### src/rtl/mux_bist_pkg.sv
// Shared FSM state type and tap-map layout for the mux BIST scanner.
// Offsets beyond the data field depend on the select width, so they are constant functions.
package mux_bist_pkg;

  typedef enum logic [2:0] {
    IDLE,
    APPLY,
    WAIT,
    CMP,
    FIN
  } state_e;

  localparam int unsigned DATA_OFF = 0;

  function automatic int unsigned SEL_OFF(input int unsigned sel_w);
    return 2 ** sel_w;
  endfunction

  function automatic int unsigned DEC_OFF(input int unsigned sel_w);
    return (2 ** sel_w) + sel_w;
  endfunction

  function automatic int unsigned AND_OFF(input int unsigned sel_w);
    return 2 * (2 ** sel_w) + sel_w;
  endfunction

  function automatic int unsigned OUT_OFF(input int unsigned sel_w);
    return 3 * (2 ** sel_w) + sel_w;
  endfunction

endpackage

### src/rtl/mux_golden_model.sv
// Fault-free tap vector of a 2**SEL_W:1 AND-OR mux; doubles as a clean mux-under-test.
module mux_golden_model
  import mux_bist_pkg::*;
#(
  parameter int unsigned SEL_W = 1
) (
  input  logic [SEL_W-1:0]          i_sel,
  input  logic [2**SEL_W-1:0]       i_data,
  output logic [3*(2**SEL_W)+SEL_W:0] o_taps
);

  localparam int unsigned N     = 2 ** SEL_W;
  localparam int unsigned L_SEL = SEL_OFF(SEL_W);
  localparam int unsigned L_DEC = DEC_OFF(SEL_W);
  localparam int unsigned L_AND = AND_OFF(SEL_W);
  localparam int unsigned L_OUT = OUT_OFF(SEL_W);

  logic [N-1:0] w_dec;
  logic [N-1:0] w_and;

  always_comb begin
    w_dec        = '0;
    w_dec[i_sel] = 1'b1;
    w_and        = i_data & w_dec;

    o_taps                     = '0;
    o_taps[DATA_OFF +: N]      = i_data;
    o_taps[L_SEL +: SEL_W]     = i_sel;
    o_taps[L_DEC +: N]         = w_dec;
    o_taps[L_AND +: N]         = w_and;
    o_taps[L_OUT]              = |w_and;
  end

endmodule

### src/rtl/mux_bist_scanner.sv
// Exhaustive BIST sweep of a mux: applies every sel/data pattern, compares observed
// internal taps against the golden model and reports the first fault and a mismatch count.
module mux_bist_scanner
  import mux_bist_pkg::*;
#(
  parameter int unsigned SEL_W         = 1,
  parameter int unsigned SETTLE        = 1,
  parameter int unsigned STOP_ON_FAULT = 1
) (
  input  logic                                    clk,
  input  logic                                    rst_n,
  input  logic                                    start,
  output logic [SEL_W-1:0]                        sel_o,
  output logic [2**SEL_W-1:0]                     data_o,
  input  logic [3*(2**SEL_W)+SEL_W:0]             taps_i,
  output logic                                    busy,
  output logic                                    done,
  output logic                                    pass,
  output logic [$clog2(3*(2**SEL_W)+SEL_W+1)-1:0] fault_idx,
  output logic                                    fault_stuck,
  output logic [2**SEL_W+SEL_W-1:0]               fail_vec,
  output logic [15:0]                             err_count
);

  localparam int unsigned N     = 2 ** SEL_W;
  localparam int unsigned TAP_W = 3 * N + SEL_W + 1;
  localparam int unsigned PAT_W = N + SEL_W;
  localparam int unsigned IDX_W = $clog2(TAP_W);

  localparam logic [PAT_W-1:0] P_LAST    = '1;
  localparam logic [3:0]       WAIT_LAST = (SETTLE == 0) ? 4'd0 : 4'(SETTLE - 1);

  state_e             r_state;
  state_e             w_state_next;
  logic [PAT_W-1:0]   r_p;
  logic [3:0]         r_wait_cnt;
  logic [SEL_W-1:0]   r_sel;
  logic [N-1:0]       r_data;
  logic               r_pass;
  logic [IDX_W-1:0]   r_fault_idx;
  logic               r_fault_stuck;
  logic [PAT_W-1:0]   r_fail_vec;
  logic [15:0]        r_err_count;

  logic [TAP_W-1:0]   w_golden;
  logic [TAP_W-1:0]   w_diff;
  logic               w_mismatch;
  logic               w_last;
  logic [IDX_W-1:0]   w_idx;

  mux_golden_model #(.SEL_W(SEL_W)) u_golden (
    .i_sel  (r_sel),
    .i_data (r_data),
    .o_taps (w_golden)
  );

  // Descending scan so the lowest differing tap is the one left in w_idx.
  always_comb begin
    w_diff     = taps_i ^ w_golden;
    w_mismatch = |w_diff;
    w_last     = (w_mismatch && (STOP_ON_FAULT != 0)) || (r_p == P_LAST);
    w_idx      = '0;
    for (int unsigned i = TAP_W; i > 0; i--) begin
      if (w_diff[i-1]) w_idx = IDX_W'(i - 1);
    end
  end

  always_ff @(posedge clk or negedge rst_n) begin
    if (!rst_n) r_state <= IDLE;
    else        r_state <= w_state_next;
  end

  always_comb begin
    w_state_next = r_state;
    unique case (r_state)
      IDLE:    if (start) w_state_next = APPLY;
      APPLY:   w_state_next = (SETTLE == 0) ? CMP : WAIT;
      WAIT:    if (r_wait_cnt == WAIT_LAST) w_state_next = CMP;
      CMP:     w_state_next = w_last ? FIN : APPLY;
      FIN:     w_state_next = IDLE;
      default: w_state_next = IDLE;
    endcase
  end

  always_comb begin
    busy = (r_state == APPLY) || (r_state == WAIT) || (r_state == CMP);
    done = (r_state == FIN);
  end

  // pass is resolved on the CMP->FIN edge so it is already valid while done is high.
  always_ff @(posedge clk or negedge rst_n) begin
    if (!rst_n) begin
      r_p           <= '0;
      r_wait_cnt    <= '0;
      r_sel         <= '0;
      r_data        <= '0;
      r_pass        <= 1'b0;
      r_fault_idx   <= '0;
      r_fault_stuck <= 1'b0;
      r_fail_vec    <= '0;
      r_err_count   <= '0;
    end else begin
      unique case (r_state)
        IDLE: begin
          if (start) begin
            r_p           <= '0;
            r_pass        <= 1'b0;
            r_fault_idx   <= '0;
            r_fault_stuck <= 1'b0;
            r_fail_vec    <= '0;
            r_err_count   <= '0;
          end
        end
        APPLY: begin
          r_sel      <= r_p[SEL_W-1:0];
          r_data     <= r_p[PAT_W-1:SEL_W];
          r_wait_cnt <= '0;
        end
        WAIT: r_wait_cnt <= r_wait_cnt + 4'd1;
        CMP: begin
          if (w_mismatch) begin
            if (r_err_count == 16'd0) begin
              r_fault_idx   <= w_idx;
              r_fault_stuck <= taps_i[w_idx];
              r_fail_vec    <= r_p;
            end
            if (r_err_count != 16'hFFFF) r_err_count <= r_err_count + 16'd1;
          end
          if (w_last) r_pass <= (r_err_count == 16'd0) && !w_mismatch;
          else        r_p    <= r_p + 1'b1;
        end
        default: ;
      endcase
    end
  end

  assign sel_o       = r_sel;
  assign data_o      = r_data;
  assign pass        = r_pass;
  assign fault_idx   = r_fault_idx;
  assign fault_stuck = r_fault_stuck;
  assign fail_vec    = r_fail_vec;
  assign err_count   = r_err_count;

endmodule

### config.mk
export PLATFORM = sky130hd
export DESIGN_NAME = mux_bist_scanner
export DESIGN_NICKNAME = d
export VERILOG_FILES = /design/src/rtl/mux_bist_pkg.sv /design/src/rtl/mux_golden_model.sv /design/src/rtl/mux_bist_scanner.sv
export SDC_FILE = /design/constraint.sdc
export NUM_CORES = 1
export LEC_CHECK = 0
export CAP_MARGIN = 20
export CORE_UTILIZATION = 45
export CTS_BUF_LIST = sky130_fd_sc_hd__clkbuf_8
export DETAILED_ROUTE_END_ITERATION = 16
export PLACE_DENSITY = 0.7
export SLEW_MARGIN = 20
export SYNTH_ARGS = -nofsm -noshare
export SYNTH_HDL_FRONTEND = slang
export SYNTH_SLANG_ARGS = --single-unit
### constraint.sdc
create_clock -name clk -period 3 [get_ports clk]
set_clock_uncertainty 0.15 [all_clocks]
set_input_delay 0.6 -clock clk [delete_from_list [all_inputs] [get_ports clk]]
set_output_delay 0.6 -clock clk [all_outputs]
set_load 0.03 [all_outputs]
==> results of run 1 <==
layer usage:
layer	vias up	GRT usage	wire, microns
met5	-	0	0
met4	0	0.0654	73
met3	8	0.0456	226
met2	44	0.366	2500
met1	971	0.307	2550
li1	1051	-	-
report_power, final:
group | internal [mW] | switching, mW
registers | 0.595 | 0.132
logic | 0.403 | 0.532
clock network | 0.160 | 0.180
total | 1.16 | 0.844
cells in the mapped netlist, drive strengths merged, types with 2 or more instances:
master	n	area share
and4	3	0.012
ha	6	0.033
nand2	20	0.033
or3	6	0.017
nor2b	4	0.011
and2	3	0.0094
xnor2	6	0.023
a2bb2oi	2	0.0078
nor4	4	0.011
nand3	16	0.038
nor3b	3	0.010
a22o	2	0.0078
nor4b	3	0.012
inv	11	0.018
nand2b	2	0.0055
mux2i	2	0.0089
o211ai	3	0.012
a211oi	2	0.0067
nand4	6	0.017
o21a	2	0.010
nor3	5	0.011
a21oi	14	0.031
buf	5	0.011
o21ai	29	0.064
and3	3	0.0083
o22ai	2	0.0055
xor2	9	0.035
mux2	2	0.010
clkbuf	3	0.0050
dfrtp	37	0.41
a22oi	2	0.0067
nor2	31	0.052
final timing paths:
check	to	slack, ns
min in group asynchronous	err_count[4]	0.58
max reg2reg	err_count[9]	0.50
min	fault_idx[1]	0.33
max	err_count[9]	0.33
max in group asynchronous	r_state[2]	1.79
min reg2reg	fault_idx[1]	0.33
sequential cells by signal (all words and copies together) (netlist names):
name         cells
err_count       16
r_wait_cnt       4
fail_vec         3
fault_idx        3
r_p              3
r_state          3
data_o           2
fault_stuck      1
pass             1
sel_o            1
cell usage in the layout (no fill, tap or decap), types with 2 or more instances in the layout:
cell type	synthesis	routed
a2bb2oi_1	2	2
a211oi_1	2	2
ha_1	6	6
clkdlybuf4s50_1	0	39
inv_1	11	11
xor2_1	9	9
o21ai_0	28	28
clkbuf_8	0	5
buf_4	0	17
nor2b_1	4	4
dfrtp_1	37	37
nand4_1	6	6
a22o_1	2	2
nor4_1	4	4
or3_1	6	6
xnor2_1	6	6
nand2b_1	2	2
nor4b_1	3	3
nor2_1	31	31
a21oi_1	14	14
nor3_1	5	5
and4_1	3	3
clkinv_2	0	2
nor3b_1	3	3
and2_1	2	2
and3_1	3	3
nand3_1	15	15
a22oi_1	2	2
o22ai_1	2	2
mux2i_1	2	2
nand2_1	20	20
mux2_2	2	2
o211ai_1	2	2
kinds of logic (layout without fill, tap and decap cells):
| group | Yosys count | after routing | share of synthesized area |
|---|---|---|---|
| AND/OR/NAND/NOR | 114 | 114 | 0.265 |
| AO/OA/AOI/OAI | 65 | 65 | 0.179 |
| flip-flops | 37 | 37 | 0.411 |
| buffers and inverters | 20 | 76 | 0.0355 |
| multiplexers | 4 | 4 | 0.0189 |
| adder cells (fa/ha/maj) | 6 | 6 | 0.0333 |
| XOR/XNOR | 15 | 15 | 0.0583 |
worst register-to-register path, cell delays in order (launching register included):
cell	delay, ns
dfrtp_1	0.62
or4b_1	0.48
o311a_2	0.16
o31a_1	0.29
o21a_4	0.23
and2_4	0.15
nand3_2	0.07
xor2_1	0.16
nor2_1	0.06
through the flow:
stage | cells | area [sq um] | worst slack, ns | hold WS [ns]
floorplan | 261 | 2250 | 0.454 | 0.154
global placement | 376 | 2820 | 0.0959 | 0.335
detailed placement | 376 | 2820 | 0.0667 | 0.320
CTS | 384 | 2910 | 0.351 | 0.337
global route | 384 | 2910 | 0.207 | 0.377
finish | 384 | 2910 | 0.331 | 0.331
cell type report:
class	instances	area, sq um	share of cell area
Timing Repair Buffer	56	518	0.178
Sequential cell	37	926	0.318
Inverter	12	45.0	0.0155
Multi-Input combinational cell	204	1250	0.429
Clock inverter	3	17.5	0.00602
Clock buffer	5	68.8	0.0237
Tap cell	67	83.8	0.0288
==> flow_summary.toml, run 1 <==
[critical_path]
cp_max_fo = 7
cpMaxStageDelayCell = "or4b_1"
criticalPathCategory = "input port to register"
critPathMaxStageDelay_ns = 0.48
r2r-start = "sel_o"
startpoint_type = "input port"
critical-path-top-delay-family = "simple AND/OR/NAND/NOR gates"
reg2reg_depth = 8
path_cells = "clkdlybuf4s50_1 -> or4b_1 -> o311a_2 -> o31a_1 -> o21a_4 -> and2_4 -> nand3_2 -> xor2_1 -> nor2_1"
cp-startpoint = "taps_i[7]"
cp.arrival_ns = 2.69
endpoint_kind = "register"
path_depth = 9
critPathRequiredTime_ns = 3.03
crit_buf_inv = 1

[clock_tree]
cts_buffers = 5
clockBufferDepth = 2
cts_tree = "built"
cts_setup_buffers = 0
cts-resized-gates = 0
htree_num_levels = 2
hold_buffers = 0
clk_latency_ns = 0.29
clk_pin_slew_ns = 0.07
cts-root-buf = "clkbuf_8"
cts_sinks = 37

[detailed_routing]
antenna_left = 0
via_count = 2074
vias_per_cell = 5.40
drc = 0
wire_per_inst_microns = 13.9
drtIter0Drc = 77
wirelength_mm = 5.35
drt_first_pass_iters = 4

[layout]
areaGrowthSynthToFinish_pct = 29.0
drive_gt1_frac = 0.104
utilization = 0.608
fin_nets = 333
nFillCells = 432
insertedDiodeCount = 0

[pwr]
p_total_mw = 2.00
pwr_density_cell_nw_per_um2 = 689
leakagePower_nw = 1.19
ir_worst_vdd_mv = 0.570

[floorplanning]
initial_utilization = 0.471
core_sq_um = 4790
die_width_microns = 72.8
num_rows = 25
chipHeight_microns = 72.8
io_pins = 40
dieArea_sq_um = 5300

[run]
cap_violations = 0

[global_route]
grt_usage = 0.226
antenna_found_initial = 0
grt_pass1_wl_mm = 9.18
overflow = 0
grt_pass1_vias = 1974
grt_max_degree = 38

[synth]
ys_ff_latch = 37
syn_nets = 278
syn_inst = 261
synth_cell_types = 51
synthFlopType = "dfrtp_1"
async_flop_share = 1.00
yosysSeqAreaShare = 0.411
yosys_warnings = 0
syn_area_sq_um = 2250
avgSynthCellArea_sq_um = 8.64
synth-edff-count = 0

[worst_hold_path]
hp-start = "fault_idx[1]"
worstHoldPathType = "register to register"
hold_path_depth = 1

[timing]
hold_viol_final = 0
post-route-period-util = 0.890
setup_viol = 0
setup_tns_ns = 0
rsz0062_at_grt = "no"
tightest_slew_ns = 0.529
fin_crit_ns = 2.67
maxSlewViolCount = 0
timing.slew.headroom = 0.645
fmax_mhz = 375

[run_status]
outcome = "finished, final reports clean"

[placed_design]
io_buffers = 39
gp_congestion = 0.841
place_hpwl_mm = 3.89
Note: power is estimated with default switching activity, not from simulation.
==> run 2: changes to the inputs <==
Settings changed: GPL_ROUTABILITY_DRIVEN from default to 0, GPL_TIMING_DRIVEN from default to 0.
==> run 2 against run 1 <==
Effect of this change: hold slack lost 0.29 ns; clock power grew 31%; maximum frequency shrank 6.5%; critical path depth is the same.
==> flow_summary.toml, run 2 (synthesis results as in run 1) <==
[timing]
post-route-period-util = 0.951
rsz0062_at_grt = "no"
hold_viol_final = 0
maxSlewViolCount = 0
tightest_slew_ns = 0.650
timing.slew.headroom = 0.562
hold_slack_ns = 0.0426
setup_slack_ns = 0.146
fin_crit_ns = 2.85
fmax_mhz = 350
setup_tns_ns = 0
setup_viol = 0

[global_route]
antenna_found_initial = 0
grt_pass1_wl_mm = 8.71
grt_pass1_vias = 1846
grt_max_degree = 26
grt_usage = 0.212
overflow = 0

[detailed_routing]
drc = 0
antenna_left = 0
wirelength_mm = 5.20
drtIter0Drc = 128
drt_first_pass_iters = 4
vias_per_cell = 5.42
wire_per_inst_microns = 13.9
via_count = 2031

[floorplanning]
io_pins = 40
chipHeight_microns = 72.8
core_sq_um = 4790
num_rows = 25
initial_utilization = 0.471
die_width_microns = 72.8
dieArea_sq_um = 5300

[placed_design]
place_ws_ns = -0.137
place_hpwl_mm = 3.80
io_buffers = 38

[layout]
drive_gt1_frac = 0.0682
fin_nets = 324
mostFrequentLayoutCells = "dfrtp_1 (37), clkdlybuf4s50_1 (37), nor2_1 (31)"
insertedDiodeCount = 0
utilization = 0.596
areaGrowthSynthToFinish_pct = 26.4
largest_reg_flops = 16

[clock_tree]
cts_sinks = 37
clk_latency_ns = 0.29
htree_num_levels = 2
hold_buffers = 0
cts-root-buf = "clkbuf_8"
cts-resized-gates = 0
cts_buffers = 5
cts_tree = "built"
clk_pin_slew_ns = 0.07
cts_setup_buffers = 0
clockBufferDepth = 2

[pwr]
ir_worst_vdd_mv = 0.466
leakagePower_nw = 1.16
power.switching_uw = 831
pwr_density_cell_nw_per_um2 = 722
internal-power_mw = 1.23
pwr-share-clk = 0.216
combPwrFrac = 0.447
switching_share = 0.404
p_seq_frac = 0.336
p_total_mw = 2.06

[critical_path]
r2r_setup_slack_ns = 0.51
critPathRequiredTime_ns = 3.00
rr_endpoint = "r_p[0]"
cp_max_fo = 8
endpoint_kind = "register"
cp.arrival_ns = 2.86
r2r-start = "data_o[1]"
reg2reg_depth = 5
startpoint_type = "input port"
criticalPathCategory = "input port to register"

[run]
cap_violations = 0

[worst_hold_path]
worstHoldPathType = "input port to asynchronous set/reset pin"

[run_status]
outcome = "finished, final reports clean"
[run 2: changes by cell type in the layout (fill, tap and decap cells not counted)]
| cell | previous run | this run |
|---|---|---|
| clkbuf_8 | 5 | 6 |
| clkbuf_1 | 0 | 3 |
| inv_1 | 11 | 12 |
| buf_2 | 0 | 5 |
| buf_12 | 0 | 1 |
| bufinv_16 | 0 | 1 |
| clkinv_2 | 2 | 0 |
| buf_4 | 17 | 0 |
| buf_1 | 0 | 1 |
| clkdlybuf4s50_1 | 39 | 37 |
| clkinvlp_4 | 1 | 0 |
[run 2: worst max path at each step]
stage                         start           end  slack (ns)  cells past startpoint
after floorplan           taps_i[7]  err_count[5]        0.45                      9
after global placement    taps_i[6]        r_p[0]       -0.15                      6
after detailed placement  taps_i[6]        r_p[0]       -0.14                      6
after CTS                 taps_i[6]  err_count[5]        0.16                      9
after global routing      taps_i[6]        r_p[0]       0.004                      6
final                     taps_i[6]  err_count[5]        0.15                      9
[run 2: layout make-up]
cell class	instances	area [sq um]
tap	67	83.8
timing repair buffer	39	395
clock inverter	2	33.8
sequential	37	926
fill	442	1940
buffer	8	35.0
multi-input combinational	204	1250
clock buffer	6	82.6
inverter	12	45.0
[run 2: power groups by stage]
| stage | combinational (mW) | sequential (mW) | clock, mW |
|---|---|---|---|
| after floorplan | 0.532 | 0.789 | 0 |
| after detailed placement | 0.928 | 0.700 | 0 |
| after global placement | 0.918 | 0.698 | 0 |
| final | 0.921 | 0.692 | 0.446 |
| after CTS | 0.929 | 0.692 | 0.461 |
| after global routing | 1.02 | 0.707 | 0.478 |
[run 2: routing by layer]
metal / up-vias / global-route usage / wire length (microns)
li1: 1029 / - / -
met1: 949 / 0.294 / 2560
met2: 47 / 0.335 / 2330
met3: 6 / 0.0442 / 257
met4: 0 / 0.0588 / 56
met5: - / 0 / 0
[run 2: critical path, stage by stage]
cell             delay [ns]
clkdlybuf4s50_1        0.54
or4b_1                 0.54
o311a_2                0.18
o31a_1                 0.31
o21a_4                 0.24
and2_4                 0.16
nand2_1                0.08
xor2_1                 0.15
nor2_1                 0.06
[run 2: stage by stage]
stage | area [sq um] | instances
3_3_place_gp | 2720 | 366
6_report | 2850 | 375
3_5_place_dp | 2730 | 367
5_1_grt | 2850 | 375
4_1_cts | 2850 | 375
2_1_floorplan | 2250 | 261
